`config.mk`:
```
export PLATFORM = sky130hd
export DESIGN_NAME = stencil_filter_flat
export DESIGN_NICKNAME = d
export VERILOG_FILES = /design/src/rtl/stencil_pkg.sv /design/src/rtl/stencil_filter_if.sv /design/src/rtl/stencil_lane.sv /design/src/rtl/stencil_filter.sv /design/src/flat_wrapper.sv
export SDC_FILE = /design/constraint.sdc
export NUM_CORES = 2
export LEC_CHECK = 0
export CORE_UTILIZATION = 50
export DETAILED_ROUTE_END_ITERATION = 10
export DONT_BUFFER_PORTS = 1
export GPL_TIMING_DRIVEN = 0
export RECOVER_POWER = 50
export SKIP_LAST_GASP = 1
export SYNTH_ARGS = -nofsm -noshare
export SYNTH_HDL_FRONTEND = slang
export SYNTH_SLANG_ARGS = --single-unit
```
`constraint.sdc`:
```
create_clock -name clk -period 19.7 [get_ports clk]
set_input_delay 2.955 -clock clk [delete_from_list [all_inputs] [get_ports clk]]
set_output_delay 2.955 -clock clk [all_outputs]
set_load 0.01 [all_outputs]
```
`src/rtl/stencil_pkg.sv`:
```
// Shared types for the stencil filter.
//   filter_mode_t   : kernel select carried on the mode input.
//   stencil_state_t : row-walk FSM states.
//   EXT_W           : headroom bits added to a pixel for kernel arithmetic.
package stencil_pkg;

  typedef enum logic [1:0] {
    PASS    = 2'b00,
    GAUSS   = 2'b01,
    SOBEL   = 2'b10,
    SHARPEN = 2'b11
  } filter_mode_t;

  typedef enum logic [1:0] {
    EMPTY = 2'b00,
    HOLD  = 2'b01,
    FLUSH = 2'b10
  } stencil_state_t;

  // Sign bit plus enough growth for 16x a full-scale pixel.
  localparam int EXT_W = 5;

endpackage

```
`src/rtl/stencil_filter_if.sv`:
```
// Stream interface of the stencil filter.
//   mode, in_valid/in_ready/in_last, top/mid/bot_pix : input column group
//   out_valid/out_ready, pixel_out                  : filtered result
//   master : producer/consumer side (bench), slave : filter side.
interface stencil_filter_if #(
  parameter int PIX_W = 8,
  parameter int LANES = 4
);
  localparam int WORD_W = PIX_W * LANES;

  logic [1:0]        mode;
  logic              in_valid;
  logic              in_ready;
  logic              in_last;
  logic [WORD_W-1:0] top_pix;
  logic [WORD_W-1:0] mid_pix;
  logic [WORD_W-1:0] bot_pix;
  logic              out_valid;
  logic              out_ready;
  logic [WORD_W-1:0] pixel_out;

  modport master (
    output mode, in_valid, in_last, top_pix, mid_pix, bot_pix, out_ready,
    input  in_ready, out_valid, pixel_out
  );

  modport slave (
    input  mode, in_valid, in_last, top_pix, mid_pix, bot_pix, out_ready,
    output in_ready, out_valid, pixel_out
  );
endinterface

```
`src/rtl/stencil_lane.sv`:
```
// One output pixel from a 3x3 window (t/m/b rows, l/c/r columns).
// Purely combinational.
//   mode       : kernel select
//   tl..br     : nine unsigned window pixels
//   pix        : filtered, saturated pixel
module stencil_lane
  import stencil_pkg::*;
#(
  parameter int PIX_W = 8
) (
  input  filter_mode_t     mode,
  input  logic [PIX_W-1:0] tl, tc, tr,
  input  logic [PIX_W-1:0] ml, mc, mr,
  input  logic [PIX_W-1:0] bl, bc, br,
  output logic [PIX_W-1:0] pix
);
  localparam int IW = PIX_W + EXT_W;
  localparam logic signed [IW-1:0] PMAX = $signed({{EXT_W{1'b0}}, {PIX_W{1'b1}}});

  function automatic logic signed [IW-1:0] ext(input logic [PIX_W-1:0] p);
    return $signed({{EXT_W{1'b0}}, p});
  endfunction

  logic signed [IW-1:0] gsum, gx, gy, ax, ay, mag, shp;

  always_comb begin
    gsum = ext(tl) + (ext(tc) <<< 1) + ext(tr)
         + (ext(ml) <<< 1) + (ext(mc) <<< 2) + (ext(mr) <<< 1)
         + ext(bl) + (ext(bc) <<< 1) + ext(br);
    gx   = (ext(tr) + (ext(mr) <<< 1) + ext(br))
         - (ext(tl) + (ext(ml) <<< 1) + ext(bl));
    gy   = (ext(bl) + (ext(bc) <<< 1) + ext(br))
         - (ext(tl) + (ext(tc) <<< 1) + ext(tr));
    ax   = (gx < 0) ? -gx : gx;
    ay   = (gy < 0) ? -gy : gy;
    mag  = ax + ay;
    shp  = (ext(mc) <<< 2) + ext(mc) - ext(tc) - ext(bc) - ext(ml) - ext(mr);

    pix = mc;
    case (mode)
      PASS:    pix = mc;
      // gsum is never negative; dropping 4 LSBs is the truncating /16
      GAUSS:   pix = gsum[PIX_W+3:4];
      SOBEL:   pix = (mag > PMAX) ? {PIX_W{1'b1}} : mag[PIX_W-1:0];
      SHARPEN: begin
        if (shp < 0)         pix = '0;
        else if (shp > PMAX) pix = {PIX_W{1'b1}};
        else                 pix = shp[PIX_W-1:0];
      end
      default: pix = mc;
    endcase
  end
endmodule

```
`src/rtl/stencil_filter.sv`:
```
// Row-streaming 3x3 stencil filter. Each accepted word carries LANES
// adjacent columns of rows y-1/y/y+1; the filtered row-y word for a held
// center is emitted once its right neighbour column is known (next word,
// or edge replicate at end of row).
//   clk, rst_n : clock, async active-low reset
//   bus        : stencil_filter_if slave (input stream + output stream)
module stencil_filter
  import stencil_pkg::*;
#(
  parameter int PIX_W = 8,
  parameter int LANES = 4
) (
  input  logic              clk,
  input  logic              rst_n,
  stencil_filter_if.slave   bus
);
  typedef logic [LANES-1:0][PIX_W-1:0] word_t;

  stencil_state_t state, nstate;
  filter_mode_t   mode_q;

  word_t ctr_t, ctr_m, ctr_b;
  word_t in_t, in_m, in_b;
  word_t lane_pix;
  word_t pix_q;
  logic  out_vld_q;

  // Column left of lane 0 / right of lane LANES-1
  logic [PIX_W-1:0] lft_t, lft_m, lft_b;
  logic [PIX_W-1:0] rgt_t, rgt_m, rgt_b;

  logic out_free, accept, emit;

  assign in_t = bus.top_pix;
  assign in_m = bus.mid_pix;
  assign in_b = bus.bot_pix;

  assign out_free     = !out_vld_q || bus.out_ready;
  assign bus.in_ready = (state != FLUSH) && out_free;
  assign accept       = bus.in_valid && bus.in_ready;

  assign bus.out_valid = out_vld_q;
  assign bus.pixel_out = pix_q;

  // In HOLD the right neighbour is the incoming word's lane 0; in FLUSH the
  // row has ended, so the last center column is replicated.
  always_comb begin
    if (state == FLUSH) begin
      rgt_t = ctr_t[LANES-1];
      rgt_m = ctr_m[LANES-1];
      rgt_b = ctr_b[LANES-1];
    end else begin
      rgt_t = in_t[0];
      rgt_m = in_m[0];
      rgt_b = in_b[0];
    end
  end

  always_comb begin
    nstate = state;
    emit   = 1'b0;
    case (state)
      EMPTY: if (accept) nstate = bus.in_last ? FLUSH : HOLD;
      HOLD: if (accept) begin
        emit   = 1'b1;
        nstate = bus.in_last ? FLUSH : HOLD;
      end
      FLUSH: if (out_free) begin
        emit   = 1'b1;
        nstate = EMPTY;
      end
      default: nstate = EMPTY;
    endcase
  end

  always_ff @(posedge clk or negedge rst_n) begin
    if (!rst_n) state <= EMPTY;
    else        state <= nstate;
  end

  always_ff @(posedge clk or negedge rst_n) begin
    if (!rst_n) begin
      mode_q <= PASS;
      ctr_t  <= '0;
      ctr_m  <= '0;
      ctr_b  <= '0;
      lft_t  <= '0;
      lft_m  <= '0;
      lft_b  <= '0;
    end else if (accept) begin
      ctr_t <= in_t;
      ctr_m <= in_m;
      ctr_b <= in_b;
      if (state == EMPTY) begin
        // New row: mode is frozen here and the left edge is replicated
        mode_q <= filter_mode_t'(bus.mode);
        lft_t  <= in_t[0];
        lft_m  <= in_m[0];
        lft_b  <= in_b[0];
      end else begin
        lft_t <= ctr_t[LANES-1];
        lft_m <= ctr_m[LANES-1];
        lft_b <= ctr_b[LANES-1];
      end
    end
  end

  always_ff @(posedge clk or negedge rst_n) begin
    if (!rst_n) begin
      out_vld_q <= 1'b0;
      pix_q     <= '0;
    end else if (emit) begin
      out_vld_q <= 1'b1;
      pix_q     <= lane_pix;
    end else if (bus.out_ready) begin
      out_vld_q <= 1'b0;
    end
  end

  for (genvar i = 0; i < LANES; i++) begin : g_lane
    logic [PIX_W-1:0] l_t, l_m, l_b, r_t, r_m, r_b;

    if (i == 0) begin : g_left_edge
      assign l_t = lft_t;
      assign l_m = lft_m;
      assign l_b = lft_b;
    end else begin : g_left_in
      assign l_t = ctr_t[i-1];
      assign l_m = ctr_m[i-1];
      assign l_b = ctr_b[i-1];
    end

    if (i == LANES-1) begin : g_right_edge
      assign r_t = rgt_t;
      assign r_m = rgt_m;
      assign r_b = rgt_b;
    end else begin : g_right_in
      assign r_t = ctr_t[i+1];
      assign r_m = ctr_m[i+1];
      assign r_b = ctr_b[i+1];
    end

    stencil_lane #(.PIX_W(PIX_W)) u_lane (
      .mode (mode_q),
      .tl   (l_t), .tc (ctr_t[i]), .tr (r_t),
      .ml   (l_m), .mc (ctr_m[i]), .mr (r_m),
      .bl   (l_b), .bc (ctr_b[i]), .br (r_b),
      .pix  (lane_pix[i])
    );
  end
endmodule

```
`src/flat_wrapper.sv`:
```
// flat-port wrapper written by rule: the top's interface ports become plain ports
module stencil_filter_flat import stencil_pkg::*;
#(
  parameter int PIX_W = 8,
  parameter int LANES = 4
)
  (clk, rst_n, bus_mode, bus_in_valid, bus_in_last, bus_top_pix, bus_mid_pix, bus_bot_pix, bus_out_ready, bus_in_ready, bus_out_valid, bus_pixel_out);
  stencil_filter_if #(.PIX_W(PIX_W), .LANES(LANES)) bus_i ();
  input  logic clk;
  input  logic rst_n;
  input wire logic [$bits(bus_i.mode)-1:0] bus_mode;
  input wire logic [$bits(bus_i.in_valid)-1:0] bus_in_valid;
  input wire logic [$bits(bus_i.in_last)-1:0] bus_in_last;
  input wire logic [$bits(bus_i.top_pix)-1:0] bus_top_pix;
  input wire logic [$bits(bus_i.mid_pix)-1:0] bus_mid_pix;
  input wire logic [$bits(bus_i.bot_pix)-1:0] bus_bot_pix;
  input wire logic [$bits(bus_i.out_ready)-1:0] bus_out_ready;
  output wire logic [$bits(bus_i.in_ready)-1:0] bus_in_ready;
  output wire logic [$bits(bus_i.out_valid)-1:0] bus_out_valid;
  output wire logic [$bits(bus_i.pixel_out)-1:0] bus_pixel_out;
  assign bus_i.mode = bus_mode;
  assign bus_i.in_valid = bus_in_valid;
  assign bus_i.in_last = bus_in_last;
  assign bus_i.top_pix = bus_top_pix;
  assign bus_i.mid_pix = bus_mid_pix;
  assign bus_i.bot_pix = bus_bot_pix;
  assign bus_i.out_ready = bus_out_ready;
  assign bus_in_ready = bus_i.in_ready;
  assign bus_out_valid = bus_i.out_valid;
  assign bus_pixel_out = bus_i.pixel_out;
  stencil_filter #(.PIX_W(PIX_W), .LANES(LANES)) u_core (.clk(clk), .rst_n(rst_n), .bus(bus_i));
endmodule
```
-- After elaboration in Yosys (flattened, before gate mapping)
Cells that the tools add are included.
- flip-flop bits (word level): 157
- input port bits: 103
- output and inout bits: 34
- word-level logic and storage cells: 191
- add/subtract/negate cells: 92
- magnitude comparators: 20
- equality and inequality tests: 8
- mux-type cells: 39
- reductions and logical operators: 10
- operators with widths (kind ; number):
    10-bit by 8-bit adder with 11-bit output ; 18
    8-bit 2-to-1 mux ; 18
    8-bit by 9-bit adder with 10-bit output ; 14
    8-bit case mux with 4 select lines ; 4
    13-bit by 9-bit > comparator with 1-bit output (second input constant) ; 8
    13-bit 2-to-1 mux ; 8
    12-bit negator with 13-bit output ; 8
    13-bit by 9-bit subtractor with 13-bit output ; 8
    12-bit by 10-bit adder with 12-bit output ; 8
    12-bit by 9-bit adder with 12-bit output ; 8
    12-bit by 1-bit < comparator with 1-bit output (second input constant) ; 8
    11-bit by 11-bit subtractor with 12-bit output ; 8
    13-bit adder ; 4
    13-bit by 1-bit < comparator with 1-bit output (second input constant) ; 4
    12-bit by 9-bit subtractor with 13-bit output ; 4
    11-bit by 9-bit adder with 12-bit output ; 4
    12-bit by 11-bit adder with 12-bit output ; 4
    11-bit by 8-bit subtractor with 12-bit output ; 4
    2-bit equality test (second input constant) ; 3
    2-bit 2-to-1 mux ; 3
    2-bit by 1-bit equality test with 1-bit output (second input constant) ; 2
    2-bit zero test ; 2
    1-bit 2-to-1 mux ; 4
    2-bit by 1-bit inequality test with 1-bit output (second input constant) ; 2
    other kinds (9) ; 11

-- Logic depth before layout (Yosys ltp)
- depth after elaboration: 11
- mapped depth: 33

-- Modules after synthesis
Synthesis repeated with hierarchy kept, for this count alone.
- cells, all modules: 3517
- area total of the unflattened synthesis: 33160.6 µm²
- modules (own cells, without submodules) (module ; instances ; cells an instance ; area an instance (µm²) ; seq. area each (µm²)):
    stencil_filter ; 1 ; 435 ; 6872.8 ; 3928.8
    stencil_lane (u_core.g_lane[2].u_lane) ; 1 ; 780 ; 6651.4 ; 0.0
    stencil_lane (u_core.g_lane[3].u_lane) ; 1 ; 778 ; 6592.6 ; 0.0
    stencil_lane (u_core.g_lane[0].u_lane) ; 1 ; 756 ; 6533.8 ; 0.0
    stencil_lane (u_core.g_lane[1].u_lane) ; 1 ; 768 ; 6510.0 ; 0.0

-- Least setup slack after synthesis
OpenSTA, ideal clock, no wires.
- path type: in2reg
- start: in bus_top_pix[1]
- end: reg u_core.pix_q, in the netlist u_core.bus.pixel_out[31]
- library setup time: 0.150 ns
- arrival time: 9.666 ns
- data required time: 19.550 ns
- slack: 9.884 ns
- cell stages on the path: 28
- path through: mux2_2 > fa_1 > ha_1 > fa_1 > a21oi_1 > nor2_1 > nor2_1 > o21bai_1 > a21oi_1 > xnor2_1 > fa_1 > fa_1 > inv_1 > ha_1 > nor3_1 > a211o_1 > o31a_1 > clkbuf_1 > a21o_1 > ha_1 > a211o_1 > a21o_1 > a2111oi_0 > o31a_1 > a2bb2oi_1 > a2111oi_0 > a211oi_1 > a31oi_1
- longest elaborated chain between the ends: 10
- ends and longest elaborated chain (item ; RTL line ; text):
    start, declared ; flat_wrapper.sv:14 ; input wire logic [$bits(bus_i.top_pix)-1:0] bus_top_pix;
    8-bit 2-to-1 mux * ; stencil_filter.sv:48 ; if (state == FLUSH) begin
    parallel branches: the longest is 8 deep, another holds 11-bit by 9-bit adder with 12-bit output ; n/a ;
    8-bit case mux with 4 select lines * ; stencil_lane.sv:40 ; case (mode)
    end signal, assigned ; stencil_filter.sv:114 ; pix_q <= lane_pix;
    end, declared ; stencil_filter.sv:25 ; word_t pix_q;
Every way passes the cells marked *.
A chain may end at the register's enable or synchronous reset.

-- Worst setup path after layout
Same ends and word-level chain as after synthesis.

==> out/qor.txt <==
status: complete, but fails checks
violations in the final reports: max-capacitance violations, max-slew violations
Port Buffers: 0
global-route usage over all layers: 41.4%
Reg2Reg Capture Point: u_core.bus.pixel_out[31]
DR vias: 27.1k
CP Class: in2reg
Worst Setup SP: bus_top_pix[1]
Final min period: 10.58 ns
largest net degree at the start of global routing: 158
Die ar.: 63,900 sq um
asr flop ratio synth: 100%
postcts setup bufs: 0
synthesized area: 31,500 sq um
Clock Latency Late Sink: 0.52 ns
Data required, critical path: 20.06 ns
clk sinks: 157
# IOs: 137
Final Wtd Congestion: 1.01
CTS Buf Count: 17
total congestion overflow: 0
Root Driver: clkbuf_16
DR DRC count: 0
Startpoint Class: primary input
Crit. path cell count: 30
Rows: 91
TritonCTS clock tree: done
crit path to: u_core.bus.pixel_out[31]
post-route ant nets: 0
Pre-Repair DR Iteration Count: 6
crit-path most repeated cell: fa_1
Routed WL: 130 mm
Seq/Total Area, Yosys: 12.5%
die height: 253 um
DRT iter0 DRCs: 3,002
Synth warnings: 0
Yosys reg bits: 157
wire length on met3: 13.7 mm
Starting Density: 50.8%
top cells by area, synth: fa_1, ha_1, dfrtp_1
reg2reg setup slack: 9.64 ns
Hold Buf Count CTS: 0
Avg Cell Area, Syn: 8.78 sq um
f_max: 0.0945 GHz
Placeable Area: 61,900 sq um
Met1 Wirelength: 52.0 mm
vias per cell: 6.06
die width: 253 um
Synth top cells by count: inv_1, fa_1, ha_1
Final HPWL DP: 110 mm
FF/Latch Area: 3930 sq um
Worst-Margin Slew: 1.60 ns
Main synth FF type: dfrtp_1
WL met2: 56.3 mm
Post-synth EDFFs: 0
slew margin rel.: -6.80%
CTS Buffer Depth: 2
first-pass GRT wire length: 184 mm
# resized after CTS: 0
hold crit path type: reg2reg
Max-Cap Viols: 2
area taken by multi-input logic gates: 24,500 sq um
via count of the first global-routing pass: 26.5k
highest routed metal layer: met5
RSZ-0062 raised after global routing: no
antenna violations before repair: 8
Gate Count Post-Synth: 3,581
CP Buf/Inv Count: 3
max incr delay on CP: 0.58 ns
slowest CP cell: a2111oi_0
final period utilization: 53.7%
Filler cells: 5,904
setup TNS: 0 ns
Arr. time, crit path: 10.95 ns
Worst Clk Skew: 0.0246 ns
Slew Viols, Final: 11
Crit path max-delay family: compound AO/OA/AOI/OAI gates
top cell type's share of synthesized area: 26.9%
Crit Path Max Fanout: 10
area growth from synthesis to layout: 5.55%
worst reg-to-reg path cell count: 34
setup violators final: 0
per-cell routed wire length: 29.1 um
count leader, synth: inv_1
post-synth top area cell: fa_1
Clk pin slew, worst setup/hold paths: 0.09 ns
Worst R2R Start: u_core.state[0]
htree depth: 4
fraction of layout cells with a size suffix above 1: 1.88%
distinct cell type count after synthesis: 77
final-report hold violation count: 0
Layout Nets: 4,506
Worst Setup End Kind: register
==> final cells by class <==
| cell class | count | share of cell area [%] |
|---|---|---|
| buffer | 57 | 0.648 |
| clock buffer | 17 | 1.28 |
| multi-input combinational | 2618 | 73.8 |
| inverter | 750 | 8.48 |
| timing repair buffer | 2 | 0.0678 |
| clock inverter | 15 | 0.641 |
| antenna | 10 | 0.0754 |
| sequential | 157 | 11.8 |
| tap | 837 | 3.15 |
==> flip-flops by register name, summed over array words and instances (netlist names) <==
register              cells
u_core.g_lane.r_m        24
u_core.mode_q             2
u_core.g_lane.l_b        16
u_core.g_lane.l_t        16
u_core.g_lane.r_b        24
u_core.g_lane.l_m        16
u_core.g_lane.r_t        24
u_core.bus.out_valid      1
u_core.bus.pixel_out     32
u_core.state              2
==> per-stage QoR <==
step / hold slack [ns] / utilization [%] / std cells / worst slack [ns] / area, sq um
final: 0.549 / 53.6 / 4463 / 9.12 / 33200
after global placement: 0.516 / 52.5 / 4419 / 7.42 / 32500
after global routing: 0.572 / 53.6 / 4459 / 8.49 / 33200
after detailed placement: 0.529 / 52.5 / 4421 / 8.76 / 32500
after floorplan: 0.495 / - / 3582 / 9.88 / 31500
after CTS: 0.545 / 53.6 / 4453 / 9.29 / 33200
==> worst min path at each step <==
stage,endpoint,depth (start not counted),slack [ns],start
6_report,u_core.g_lane[0].l_t[5],2,0.55,u_core.g_lane[0].l_t[5]
5_1_grt,u_core.g_lane[0].l_t[5],2,0.57,u_core.g_lane[0].l_t[5]
4_1_cts,u_core.g_lane[0].l_b[6],2,0.54,u_core.g_lane[0].l_b[6]
3_5_place_dp,u_core.g_lane[0].l_b[6],2,0.53,u_core.g_lane[0].l_b[6]
3_3_place_gp,u_core.g_lane[0].l_t[5],2,0.52,u_core.g_lane[0].l_t[5]
2_1_floorplan,u_core.g_lane[0].l_b[7],2,0.50,u_core.g_lane[0].l_b[7]
==> kinds of logic after synthesis <==
kind of cell | Yosys count | synth area share, %
mux | 64 | 2.10
buf+inv | 807 | 9.63
xor+xnor | 259 | 7.26
flops | 157 | 12.5
simple gates | 688 | 10.3
fa+ha+maj | 800 | 41.9
other cells | 1 | 0.0119
compound gates | 805 | 16.3
==> worst register-to-register path: cells and delay by family (launching register included) <==
family	cells	cell delay, ns
AND/OR/NAND/NOR	2	0.29
XOR/XNOR	1	0.21
AO/OA/AOI/OAI	16	3.94
adder cells (fa/ha/maj)	7	2.55
buffers and inverters	7	2.06
flip-flops	1	0.38
multiplexers	1	0.48
==> placed cells by master, fill, tap and decap left out, types with 50 or more instances in the layout <==
| master | Yosys | routed |
|---|---|---|
| nor3_1 | 59 | 59 |
| nor2_1 | 197 | 196 |
| xnor2_1 | 180 | 180 |
| clkbuf_1 | 51 | 50 |
| o21ai_0 | 235 | 235 |
| dfrtp_1 | 157 | 157 |
| a21oi_1 | 185 | 185 |
| xor2_1 | 78 | 78 |
| fa_1 | 423 | 423 |
| ha_1 | 377 | 377 |
| nand2_1 | 206 | 206 |
| a21o_1 | 62 | 62 |
| inv_1 | 749 | 749 |
==> metal layers <==
layer	global-route usage, %	vias up
met5	0	-
met4	21.8	6
met3	11.9	279
met2	62.0	1353
met1	54.1	13500
li1	-	11900
Power is left out: the tool's default activity adds up to more than one toggle a clock period on the data nets, which glitch-free logic cannot reach.
